**config.mk**
```make
export PLATFORM = sky130hd
export DESIGN_NAME = obstacle_spawner
export DESIGN_NICKNAME = d
export VERILOG_FILES = /design/src/rtl/obstacle_spawner_pkg.sv /design/src/rtl/spawn_lfsr.sv /design/src/rtl/obstacle_spawner.sv
export SDC_FILE = /design/constraint.sdc
export NUM_CORES = 1
export LEC_CHECK = 0
export CAP_MARGIN = 20
export CORE_ASPECT_RATIO = 1.5
export CORE_MARGIN = 5
export CORE_UTILIZATION = 28
export CTS_CLUSTER_SIZE = 28
export DETAILED_ROUTE_END_ITERATION = 7
export PLACE_DENSITY = 0.42
export RECOVER_POWER = 25
export SETUP_SLACK_MARGIN = 0.1
export SYNTH_ARGS = -nofsm -noshare
export SYNTH_HDL_FRONTEND = slang
export SYNTH_SLANG_ARGS = --single-unit
export TNS_END_PERCENT = 50
```
**constraint.sdc**
```tcl
create_clock -name clk -period 7.73 [get_ports clk]
set_clock_uncertainty 0.15 [all_clocks]
set_input_delay 1.546 -clock clk [delete_from_list [all_inputs] [get_ports clk]]
set_output_delay 1.546 -clock clk [all_outputs]
set_load 0.01 [all_outputs]
```
**src/rtl/obstacle_spawner_pkg.sv**
```systemverilog
// Shared types and constants for the obstacle spawner.
// Latency: n/a (package only).
// Backpressure: n/a (package only).
package obstacle_spawner_pkg;

  // Motion FSM states
  typedef enum logic [1:0] {
    ST_INIT = 2'd0,
    ST_RUN  = 2'd1,
    ST_HALT = 2'd2
  } state_e;

  localparam int POS_W_DEF = 12;
  localparam int FRAC_DEF  = 2;

  // 16-bit Galois LFSR, polynomial x^16 + x^14 + x^13 + x^11 + 1 (right-shift form)
  localparam int          LFSR_W    = 16;
  localparam logic [15:0] LFSR_TAPS = 16'hB400;

  // Whole pixels to fixed point with `frac` fractional bits
  function automatic int px_to_fixed(input int px, input int frac);
    return px * (1 << frac);
  endfunction

endpackage

```
**src/rtl/spawn_lfsr.sv**
```systemverilog
// Free-running Galois LFSR supplying spawn-gap jitter; never reaches zero from a nonzero seed.
// Latency: q is registered and advances by one step every clock.
// Backpressure: none; it always advances.
//
// Ports: clk, rst (async active-high, loads SEED), q (current LFSR state).
module spawn_lfsr
  import obstacle_spawner_pkg::*;
#(
  parameter int               WIDTH = LFSR_W,
  parameter logic [WIDTH-1:0] SEED  = WIDTH'(16'hACE1)
) (
  input  logic             clk,
  input  logic             rst,
  output logic [WIDTH-1:0] q
);

  localparam logic [WIDTH-1:0] TAPS = WIDTH'(LFSR_TAPS);

  logic [WIDTH-1:0] q_q;
  logic [WIDTH-1:0] q_d;

  always_comb begin
    q_d = {1'b0, q_q[WIDTH-1:1]} ^ (q_q[0] ? TAPS : '0);
  end

  always_ff @(posedge clk or posedge rst) begin
    if (rst) begin
      q_q <= SEED;
    end else begin
      q_q <= q_d;
    end
  end

  assign q = q_q;

endmodule

```
**src/rtl/obstacle_spawner.sv**
```systemverilog
// Moves N_OBST obstacle slots by dino_speed once per tick, despawns them past the right edge,
// spawns new ones after a randomised gap, and shortens the tick period over time.
// Latency: outputs registered; positions and obst_sync appear the cycle after the tick. No backpressure; game_over freezes all motion.
//
// Ports: clk, rst (async active-high), game_over (freeze level), dino_speed (unsigned fixed-point step),
//        obst_pos (integer part per slot, slot k at [k*POS_W +: POS_W]), obst_active (per-slot valid),
//        obst_sync (one-cycle pulse after each update), tick_period (current clocks per tick).
module obstacle_spawner
  import obstacle_spawner_pkg::*;
#(
  parameter int          N_OBST      = 4,
  parameter int          POS_W       = POS_W_DEF,
  parameter int          FRAC        = FRAC_DEF,
  parameter int          TICK_INIT   = 200000,
  parameter int          TICK_MIN    = 50000,
  parameter int          TICK_STEP   = 10000,
  parameter int          RAMP_PERIOD = 180000000,
  parameter int          INIT_X      = 300,
  parameter int          SPAWN_X     = -50,
  parameter int          DESPAWN_X   = 1074,
  parameter int          GAP_MIN     = 256,
  parameter logic [15:0] LFSR_SEED   = 16'hACE1
) (
  input  logic                    clk,
  input  logic                    rst,
  input  logic                    game_over,
  input  logic [POS_W+FRAC-1:0]   dino_speed,
  output logic [N_OBST*POS_W-1:0] obst_pos,
  output logic [N_OBST-1:0]       obst_active,
  output logic                    obst_sync,
  output logic [31:0]             tick_period
);

  localparam int PW = POS_W + FRAC;

  localparam logic signed [PW-1:0] INIT_FX    = PW'(px_to_fixed(INIT_X, FRAC));
  localparam logic signed [PW-1:0] SPAWN_FX   = PW'(px_to_fixed(SPAWN_X, FRAC));
  localparam logic signed [PW-1:0] DESPAWN_FX = PW'(px_to_fixed(DESPAWN_X, FRAC));

  localparam logic [31:0] TICK_INIT_U = 32'(TICK_INIT);
  localparam logic [31:0] TICK_MIN_U  = 32'(TICK_MIN);
  localparam logic [31:0] TICK_STEP_U = 32'(TICK_STEP);
  localparam logic [31:0] RAMP_LAST   = 32'(RAMP_PERIOD - 1);
  localparam logic [15:0] GAP_MIN_U   = 16'(GAP_MIN);

  // State
  state_e                     state_q, state_d;
  logic [N_OBST-1:0][PW-1:0]  pos_q, pos_d;
  logic [N_OBST-1:0]          act_q, act_d;
  logic [15:0]                gap_q, gap_d;
  logic [31:0]                tick_cnt_q, tick_cnt_d;
  logic [31:0]                ramp_cnt_q, ramp_cnt_d;
  logic [31:0]                period_q, period_d;
  logic                       sync_q, sync_d;

  logic [LFSR_W-1:0] lfsr_q;
  logic              unused_lfsr_hi;

  // Combinational helpers
  logic              run_go;
  logic              tick;
  logic              free_found;
  logic [N_OBST-1:0] spawn_oh;
  logic [PW-1:0]     nx;

  spawn_lfsr #(
    .WIDTH (LFSR_W),
    .SEED  (LFSR_SEED)
  ) u_lfsr (
    .clk (clk),
    .rst (rst),
    .q   (lfsr_q)
  );

  // Only the low byte feeds the gap jitter
  assign unused_lfsr_hi = ^lfsr_q[LFSR_W-1:8];

  // Lowest-index slot that is free before this tick; computed from the
  // pre-tick flags so a slot despawned on this tick cannot be reused until the next one.
  always_comb begin
    free_found = 1'b0;
    spawn_oh   = '0;
    for (int k = 0; k < N_OBST; k++) begin
      if (!act_q[k] && !free_found) begin
        spawn_oh[k] = 1'b1;
        free_found  = 1'b1;
      end
    end
  end

  // A game_over arriving on a tick cycle suppresses the tick, since motion only counts when !game_over.
  assign run_go = (state_q == ST_RUN) && !game_over;
  assign tick   = run_go && (tick_cnt_q >= period_q - 32'd1);

  always_comb begin
    state_d    = state_q;
    pos_d      = pos_q;
    act_d      = act_q;
    gap_d      = gap_q;
    tick_cnt_d = tick_cnt_q;
    ramp_cnt_d = ramp_cnt_q;
    period_d   = period_q;
    sync_d     = 1'b0;
    nx         = '0;

    case (state_q)
      ST_INIT: begin
        for (int k = 0; k < N_OBST; k++) begin
          pos_d[k] = SPAWN_FX;
          act_d[k] = 1'b0;
        end
        pos_d[0] = INIT_FX;
        act_d[0] = 1'b1;
        gap_d    = GAP_MIN_U;
        state_d  = ST_RUN;
      end

      ST_RUN: begin
        if (game_over) begin
          state_d = ST_HALT;
        end else begin
          // Speed ramp; the tick decision above used the old period, so a
          // ramp landing on a tick only affects the following interval.
          if (ramp_cnt_q == RAMP_LAST) begin
            ramp_cnt_d = '0;
            period_d   = (period_q >= TICK_MIN_U + TICK_STEP_U) ? (period_q - TICK_STEP_U)
                                                                 : TICK_MIN_U;
          end else begin
            ramp_cnt_d = ramp_cnt_q + 32'd1;
          end

          if (tick) begin
            tick_cnt_d = '0;
            sync_d     = 1'b1;

            for (int k = 0; k < N_OBST; k++) begin
              if (act_q[k]) begin
                nx = pos_q[k] + dino_speed;
                // Signed >= so that a large step overshooting the edge is still caught
                if ($signed(nx) >= DESPAWN_FX) begin
                  act_d[k] = 1'b0;
                  pos_d[k] = SPAWN_FX;
                end else begin
                  pos_d[k] = nx;
                end
              end
            end

            if (gap_q != 16'd0) begin
              gap_d = gap_q - 16'd1;
            end else if (free_found) begin
              for (int k = 0; k < N_OBST; k++) begin
                if (spawn_oh[k]) begin
                  act_d[k] = 1'b1;
                  pos_d[k] = SPAWN_FX;
                end
              end
              gap_d = GAP_MIN_U + {8'd0, lfsr_q[7:0]};
            end
            // else: every slot busy, gap stays 0 and the spawn retries next tick
          end else begin
            tick_cnt_d = tick_cnt_q + 32'd1;
          end
        end
      end

      ST_HALT: begin
        if (!game_over) state_d = ST_RUN;
      end

      default: state_d = ST_INIT;
    endcase
  end

  always_ff @(posedge clk or posedge rst) begin
    if (rst) begin
      state_q    <= ST_INIT;
      pos_q      <= {N_OBST{SPAWN_FX}};
      act_q      <= '0;
      gap_q      <= GAP_MIN_U;
      tick_cnt_q <= '0;
      ramp_cnt_q <= '0;
      period_q   <= TICK_INIT_U;
      sync_q     <= 1'b0;
    end else begin
      state_q    <= state_d;
      pos_q      <= pos_d;
      act_q      <= act_d;
      gap_q      <= gap_d;
      tick_cnt_q <= tick_cnt_d;
      ramp_cnt_q <= ramp_cnt_d;
      period_q   <= period_d;
      sync_q     <= sync_d;
    end
  end

  always_comb begin
    obst_pos = '0;
    for (int k = 0; k < N_OBST; k++) begin
      obst_pos[k*POS_W +: POS_W] = pos_q[k][PW-1:FRAC];
    end
  end

  assign obst_active = act_q;
  assign obst_sync   = sync_q;
  assign tick_period = period_q;

endmodule

```
## Word level (Yosys, flattened, before mapping)

Index checks and enable logic that the tools add are counted.
Widths: inputs -> output; s select.

- Logic and storage cells: 113
- Output and inout bits: 85
- Bits of input ports: 17
- Register bits: 191

- Add/subtract/negate cells: 10
- Muxes and demuxes: 56
- Order comparisons: 6
- Bitwise logic cells: 2
- Equal/unequal tests: 8
- Reduce and logical (&&, ||, !) cells: 19

Operators by type and width:

| operator | number |
|---|---|
| $mux 56 | 4 |
| $mux 14 | 12 |
| $pmux 56 s2 | 1 |
| $mux 32 | 3 |
| $mux 16 | 5 |
| $add 32x1->32 const B | 2 |
| $add 14x14->14 | 4 |
| $ge 14x14->1 const B | 4 |
| $eq 32x28->1 const B | 1 |
| $ge 32x16->1 const B | 1 |
| $ge 32x32->1 | 1 |
| $pmux 16 s2 | 1 |
| $sub 32x1->32 const B | 1 |
| $sub 32x14->32 const B | 1 |
| $mux 1 | 22 |
| $mux 4 | 4 |
| $reduce_bool 16->1 | 1 |
| $sub 16x1->16 const B | 1 |
| $xor 15x16->16 | 1 |
| $add 9x8->10 const A | 1 |
| $ne 2x2->1 const B | 4 |
| $pmux 4 s2 | 1 |
| $logic_not 1->1 | 6 |
| $pmux 2 s3 | 1 |
| 11 further kinds | 18 |

## Logic depth before layout (Yosys ltp)

Gate-level depths: netlist (run 1).

- Word-level depth: 15
- Depth in mapped cells: 19

## Modules after synthesis

A second synthesis (run 1) with hierarchy kept.

- Cells, all modules: 1470
- Area total of the unflattened synthesis: 13122.6 um^2

By module, submodules not included:

| module | seq. area each (um^2) | cells an instance | area each (um^2) | instances |
|---|---|---|---|---|
| obstacle_spawner | 4332.9 | 1437 | 12584.6 | 1 |
| spawn_lfsr | 410.4 | 33 | 538.0 | 1 |

## Worst setup path after synthesis (run 1)

Ideal clock, no wire load.

- Path type: flip-flop to flip-flop
- Start point: reg period_q[6] (netlist: tick_period[6])
- End point: reg gap_q[13]
- Arrival time: 4.115 ns
- Slack: 3.396 ns
- Cell stages (with the launch flop): 18
- Clock period less this slack: 4.334 ns
- Data required time: 7.511 ns
- Setup time: 0.069 ns
- Cells stage by stage: dfstp_2 clkbuf_1 nor4_1 nand2_1 nor4b_1 nand3_1 nor3_1 xnor2_1 ha_1 and4_1 and3_1 o221ai_1 a32oi_1 o21bai_2 a21bo_2 buf_2 or4_1 nand3_1

- Longest elaborated chain between the ends: 5

Ends and longest elaborated chain:

| element | RTL line | text |
|---|---|---|
| start: declaration | obstacle_spawner.sv:53 | `logic [31:0] period_q, period_d;` |
| start signal: assignment | obstacle_spawner.sv:192 | `period_q <= period_d;` |
| $sub 32x1->32 | obstacle_spawner.sv:93 | `assign tick = run_go && (tick_cnt_q >= period_q - 32'd1);` |
| $ge 32x32->1 | obstacle_spawner.sv:93 |  |
| $logic_and 1x1->1 | obstacle_spawner.sv:93 |  |
| $ne 2x2->1 (no line) | - |  |
| $reduce_and 4->1 (no line) | - |  |
| end signal: assignment | obstacle_spawner.sv:189 | `gap_q <= gap_d;` |
| end: declaration | obstacle_spawner.sv:50 | `logic [15:0] gap_q, gap_d;` |

Every way passes these cells.
A chain may end at the register's enable or synchronous reset.

## Worst setup path after layout (run 1)

- Start point: reg period_q[4] (netlist: tick_period[4])
- End point: reg pos_q (netlist bit obst_pos[4])

- Longest elaborated chain between the ends: 5

Ends and longest elaborated chain:

| element | RTL line | text |
|---|---|---|
| $sub 32x1->32 | obstacle_spawner.sv:93 |  |
| $ge 32x32->1 | obstacle_spawner.sv:93 |  |
| $logic_and 1x1->1 | obstacle_spawner.sv:93 |  |
| $ne 2x2->1 (no line) | - |  |
| $reduce_and 3->1 (no line) | - |  |
| end signal: assignment | obstacle_spawner.sv:178 | `pos_q <= {N_OBST{SPAWN_FX}};` |
| end signal: assignment | obstacle_spawner.sv:187 | `pos_q <= pos_d;` |
| end: declaration | obstacle_spawner.sv:48 | `logic [N_OBST-1:0][PW-1:0] pos_q, pos_d;` |

Every way passes these cells.

==> results.toml, run 1 <==
[flow_run]
cap_violations = 0

[global_route]
antenna_found_initial = 0
track_usage = 0.150
grt-ovfl-total = 0
grt_max_degree = 116
grt_pass1_vias = 11174
grt_pass1_wl_mm = 62.0

[routing]
antenna_left = 0
dr.pass1.iters = 5
avgRoutedWirePerCell_um = 18.5
remaining_drc_errors = 0
avgViaCountPerCell = 5.22
num_vias = 10955
drt_iter0_drc = 413
routed_wl_mm = 38.9

[timing]
slew_headroom = 0.370
report.final.slew_viol_count = 0
fmax_mhz = 172
max_slew.worst_pin.slew_ns = 0.945
setup-tns-final_ns = 0
finalSetupViolCount = 0
fin_crit_sh = 0.753
post-route-min-period_ns = 5.82
rsz0062_at_grt = "no"
hold_viol = 0

[place]
port_buffers = 97
place_congestion = 0.824
hpwl_mm = 29.1
postPlaceCellArea_um2 = 14300

[status]
status = "finished, final reports clean"

[synth]
synth.avg_cell_area_um2 = 8.88
async_reset_ff_frac = 1.00
synth-edff-count = 0
synthFlopType = "dfrtp_1"
yosysSeqAreaShare = 0.363
synthTopCellsByArea = "dfrtp_1, dfstp_2, ha_1"
yosys.area_share.simple = 0.205
netlist.area_leader.share = 0.260
synth_compound_area_frac = 0.195
synth_mux_area_frac = 0.00469
synth_area_um2 = 13100
synth-seq-cells = 187
synth_top_family_by_area = "simple AND/OR/NAND/NOR gates"
synth_adder_area_share = 0.0903
netlist_instances = 1472
synth_cell_types = 83
yosysWarningCount = 0
synthXorXnorAreaFrac = 0.0790
yosysTopAreaCell = "dfrtp_1"

[critical_path]
crit_arrival_ns = 6.06
start_kind = "register"
r2r-end = "obst_pos[4]"
crit_required_ns = 7.97
reg2reg_slack_ns = 1.91
crit_fanout = 21
endpoint_kind = "register"
criticalPathCategory = "register to register"
rr_worst_depth = 16
r2r-start = "tick_period[4]"

[clock_network]
cts_hold_buffers = 0
clk_latency_ns = 0.46
cts.sinks = 187
postCtsSetupRepairBufs = 0
cts_buffers = 17
root_buffer = "clkbuf_16"
cts_tree = "yes"
cts_resized = 0
path_clk_slew_ns = 0.08
cts_buffer_depth = 2
cts_htree_levels = 4

[layout]
num_antenna_cells = 0
final_common_cell = "nor2_1"
drive_gt1_frac = 0.0790
stdcell_area_um2 = 14800
final-seq-area_um2 = 4740
fill_cells = 4888
synthToLayoutAreaGrowth_pct = 13.4
final_nets = 1602
final_cell_mix = "nor2_1, dfrtp_1, nand2_1"
multi_input_area_um2 = 7540

[worst_hold_path]
min_path_cells = 0
min_to = "u_lfsr.q[8]"
hold_class = "register to register"
hp-start = "u_lfsr.q[9]"

[die]
start_util = 0.281
fp.dieH_um = 275
rows = 97
design.die.area_um2 = 51200
core_area_um2 = 46500
die_width_um = 186
io_pins = 102

[power]
p_leak_nw = 6.19
pwr_density_cell_nw_per_um2 = 213
ir_worst_vdd_uv = 157
[metrics by stage]
stage / total power (W) / setup slack, ns / hold WS [ns] / utilization / std cells
after floorplan: 0.00199 / 1.03 / 0.181 / - / 1475
after global placement: 0.00232 / 1.78 / 0.188 / 0.307 / 2068
after detailed placement: 0.00233 / 1.72 / 0.188 / 0.307 / 2068
after CTS: 0.00322 / 1.70 / 0.214 / 0.319 / 2100
after global routing: 0.00337 / 1.42 / 0.223 / 0.319 / 2100
final: 0.00316 / 1.91 / 0.206 / 0.319 / 2100
[how the worst max path moves through the flow]
stage	start	to	slack (ns)	cells after the start
finish	tick_period[4]	obst_pos[4]	1.91	16
CTS	tick_period[4]	obst_pos[4]	1.70	16
floorplan	rst	gap_q[0]	1.03	1
global placement	tick_period[4]	obst_pos[4]	1.78	16
global route	tick_period[4]	obst_pos[4]	1.42	16
detailed placement	tick_period[4]	obst_pos[4]	1.72	16
[cells by family (layout without fill, tap and decap cells)]
| logic type | after synthesis | count (layout) |
|---|---|---|
| and+or+nand+nor | 530 | 530 |
| AOI/OAI and AO/OA | 377 | 377 |
| DFF | 187 | 187 |
| buffers and inverters | 161 | 192 |
| xor gates and xnor gates | 118 | 118 |
| adders and majority gates | 92 | 92 |
| muxes | 6 | 6 |
| other | 1 | 4 |
[flip-flops by register name (all words and copies together) (netlist names)]
| name | flops |
|---|---|
| tick_period | 28 |
| obst_pos | 48 |
| obst_sync | 1 |
| ramp_cnt_q | 32 |
| pos_q | 8 |
| state_q | 2 |
| u_lfsr.q | 16 |
| tick_cnt_q | 32 |
| gap_q | 16 |
| obst_active | 4 |
[final cells by class]
| type | count | area share |
|---|---|---|
| inverters | 54 | 0.0142 |
| multi-input cells | 1127 | 0.508 |
| repair buffers | 106 | 0.0700 |
| well taps | 594 | 0.0501 |
| clock buffers | 18 | 0.0289 |
| clock inverters | 14 | 0.00861 |
| flip-flops and latches | 187 | 0.320 |
[synth_stat cells, types with 37 or more instances]
master,number
a21oi_1,81
buf_4,53
clkbuf_1,37
dfrtp_1,136
dfstp_2,51
ha_1,88
inv_1,53
nand2_1,106
nand3_1,54
nand4_1,39
nor2_1,139
nor3_1,37
o21ai_0,101
xnor2_1,58
xor2_1,60
[report_power, final]
group	internal, W	switching, W
sequential	0.00108	0.000110
clock	0.000425	0.000441
combinational	0.000411	0.000688
total	0.00192	0.00124
[worst max-delay path, stage by stage (launching register included)]
cell,delay (ns)
dfrtp_1,0.48
nor4_1,0.76
nand2_1,0.16
nor3_1,0.54
nand2_1,0.14
xor2_1,0.17
ha_1,0.30
nand4_1,0.18
o21ai_0,0.22
o221ai_1,0.15
a32oi_1,0.67
o21ai_2,0.14
buf_4,0.25
inv_2,0.41
nand2b_1,0.35
o21ai_2,0.46
a22o_1,0.21
[layer usage]
layer  part of all wire  GRT usage  wire [um]  vias to the layer above
li1                   -          -          -                     5388
met1               0.42      0.176      16500                     5339
met2               0.53      0.282      20600                      189
met3              0.030     0.0218       1150                       39
met4              0.018     0.0437        705                        0
met5                  0          0          0                        -
Power figures use the tool's default switching activity.
==> inputs of run 2 (changes only) <==
Clock period 7.73 ns to 5.7 ns, I/O delays scaled along.
==> results.toml, run 2 (synthesis gave the netlist of run 1 again) <==
[flow_run]
cap_violations = 1

[layout]
largest_reg_flops = 48
utilization = 0.322
num_antenna_cells = 0
final_common_cell = "nor2_1"
fill_cells = 4883
multi_input_area_um2 = 7540
final_cell_mix = "nor2_1, dfrtp_1, nand2_1"
stdcell_area_um2 = 15000
final-seq-area_um2 = 4740
drive_gt1_frac = 0.0869
final_nets = 1615
synthToLayoutAreaGrowth_pct = 14.4

[die]
die_width_um = 186
design.die.area_um2 = 51200
core_area_um2 = 46500
io_pins = 102
fp.dieH_um = 275
start_util = 0.281
rows = 97

[critical_path]
crit_arrival_ns = 5.19
criticalPathCategory = "register to register"
crit_fanout = 19
crit_slowest_cell = "nor4_1"
critPathMaxStageDelay_ns = 0.60
path_common_cell = "o21ai_2"
reg2reg_slack_ns = 0.75
endpoint_kind = "register"
start_kind = "register"
worstPathCellList = "nor4_1 > nand3_1 > nor3_1 > nand2_1 > xor2_1 > ha_1 > and4_1 > and3_1 > o221ai_1 > a32oi_1 > buf_4 > o21ai_2 > inv_2 > nand2b_1 > o21ai_2 > a22o_1"
crit_required_ns = 5.95

[routing]
dr.pass1.iters = 4
num_vias = 11115
antenna_left = 0
drt_iter0_drc = 424
avgViaCountPerCell = 5.26
routed_wl_mm = 40.3
avgRoutedWirePerCell_um = 19.1
remaining_drc_errors = 0

[worst_hold_path]
hold_class = "register to register"

[place]
hpwl_mm = 30.7
postPlaceCellArea_um2 = 14400
port_buffers = 97
place_congestion = 0.855

[global_route]
grt_pass1_wl_mm = 64.1
grt-ovfl-total = 0
antenna_found_initial = 1
track_usage = 0.156
grt_pass1_vias = 11364
grt_max_degree = 103

[status]
violations = "capacitance limit, slew limit"
status = "finished, violations left"

[clock_network]
cts_buffers = 17
cts_htree_levels = 4
root_buffer = "clkbuf_16"
path_clk_slew_ns = 0.08
cts_tree = "yes"
cts_buffer_depth = 2
postCtsSetupRepairBufs = 0
cts_hold_buffers = 0
cts_resized = 0
cts.sinks = 187
clk_latency_ns = 0.46

[power]
p_leak_nw = 6.26
power.share.switching = 0.393
pwr_density_cell_nw_per_um2 = 289
p_clk_frac = 0.278
power_frac_comb = 0.350
p_seq_frac = 0.372
ir_worst_vdd_uv = 191
p_int_w = 0.00263
p_sw_w = 0.00170

[timing]
max_slew.worst_pin.slew_ns = 1.65
fmax_mhz = 202
fin_crit_sh = 0.868
rsz0062_at_grt = "no"
post-route-min-period_ns = 4.95
setup-tns-final_ns = 0
slew_headroom = -0.109
finalSetupViolCount = 0
hold_viol = 0
report.final.slew_viol_count = 30
==> run 2: changes by cell type in the layout (fill, tap and decap cells not counted), sizes merged <==
| cell | before | now |
|---|---|---|
| inv | 62 | 60 |
| buf | 9 | 21 |
| clkinv | 3 | 6 |
==> run 2: per-stage QoR <==
step	power (W)	instances	setup WS, ns	hold WS, ns
2_1_floorplan	0.00270	1475	1.37	0.181
3_3_place_gp	0.00317	2081	0.661	0.187
3_5_place_dp	0.00318	2081	0.609	0.189
4_1_cts	0.00442	2113	0.673	0.204
5_1_grt	0.00464	2113	0.304	0.212
6_report	0.00433	2113	0.755	0.203
==> run 2: final cells by class <==
type                    count  share of cell area
clock buffers              17              0.0284
clock inverters            15              0.0105
inverters                  54              0.0136
multi-input cells        1127               0.504
flip-flops and latches    187               0.317
well taps                 594              0.0497
repair buffers            119              0.0765
==> run 2: path summary, 6_finish.rpt <==
| check | endpoint | start | cells after the start |
|---|---|---|---|
| worst max-delay path | obst_pos[4] | tick_period[9] | 16 |
| worst min-delay path | u_lfsr.q[8] | u_lfsr.q[9] | 0 |
| worst max register to register | obst_pos[4] | tick_period[9] | 16 |
| worst min register to register | u_lfsr.q[8] | u_lfsr.q[9] | 0 |
| max in group asynchronous | ramp_cnt_q[22] | rst | 3 |
| min in group asynchronous | tick_cnt_q[29] | rst | 2 |
==> run 2: power groups by stage <==
stage	Combinational, W	Clock, W	Sequential, W
finish	0.00151	0.00120	0.00161
global route	0.00171	0.00130	0.00164
CTS	0.00154	0.00126	0.00162
detailed placement	0.00154	0	0.00164
global placement	0.00153	0	0.00164
floorplan	0.00112	0	0.00158
==> run 2: worst max-delay path: cells and delay by family (launching register included) <==
kind            cells  cell delay (ns)
fa+ha+maj           1             0.30
simple gates        7             2.15
flops               1             0.49
compound gates      5             1.03
xor+xnor            1             0.17
buf+inv             2             0.59
==> run 2: routing by layer <==
layer  share of wire  GRT usage  vias up
li1                -          -     5414
met1            0.40      0.174     5464
met2            0.54      0.299      179
met3           0.023     0.0212       58
met4           0.031     0.0578        0
met5               0          0        -
==> inputs of run 3 (changes only) <==
Settings changed: GPL_ROUTABILITY_DRIVEN from default to 1, SLEW_MARGIN from default to 25.
==> results of run 3 <==
The final DEF is identical to that of run 2; final timing and power are the same.
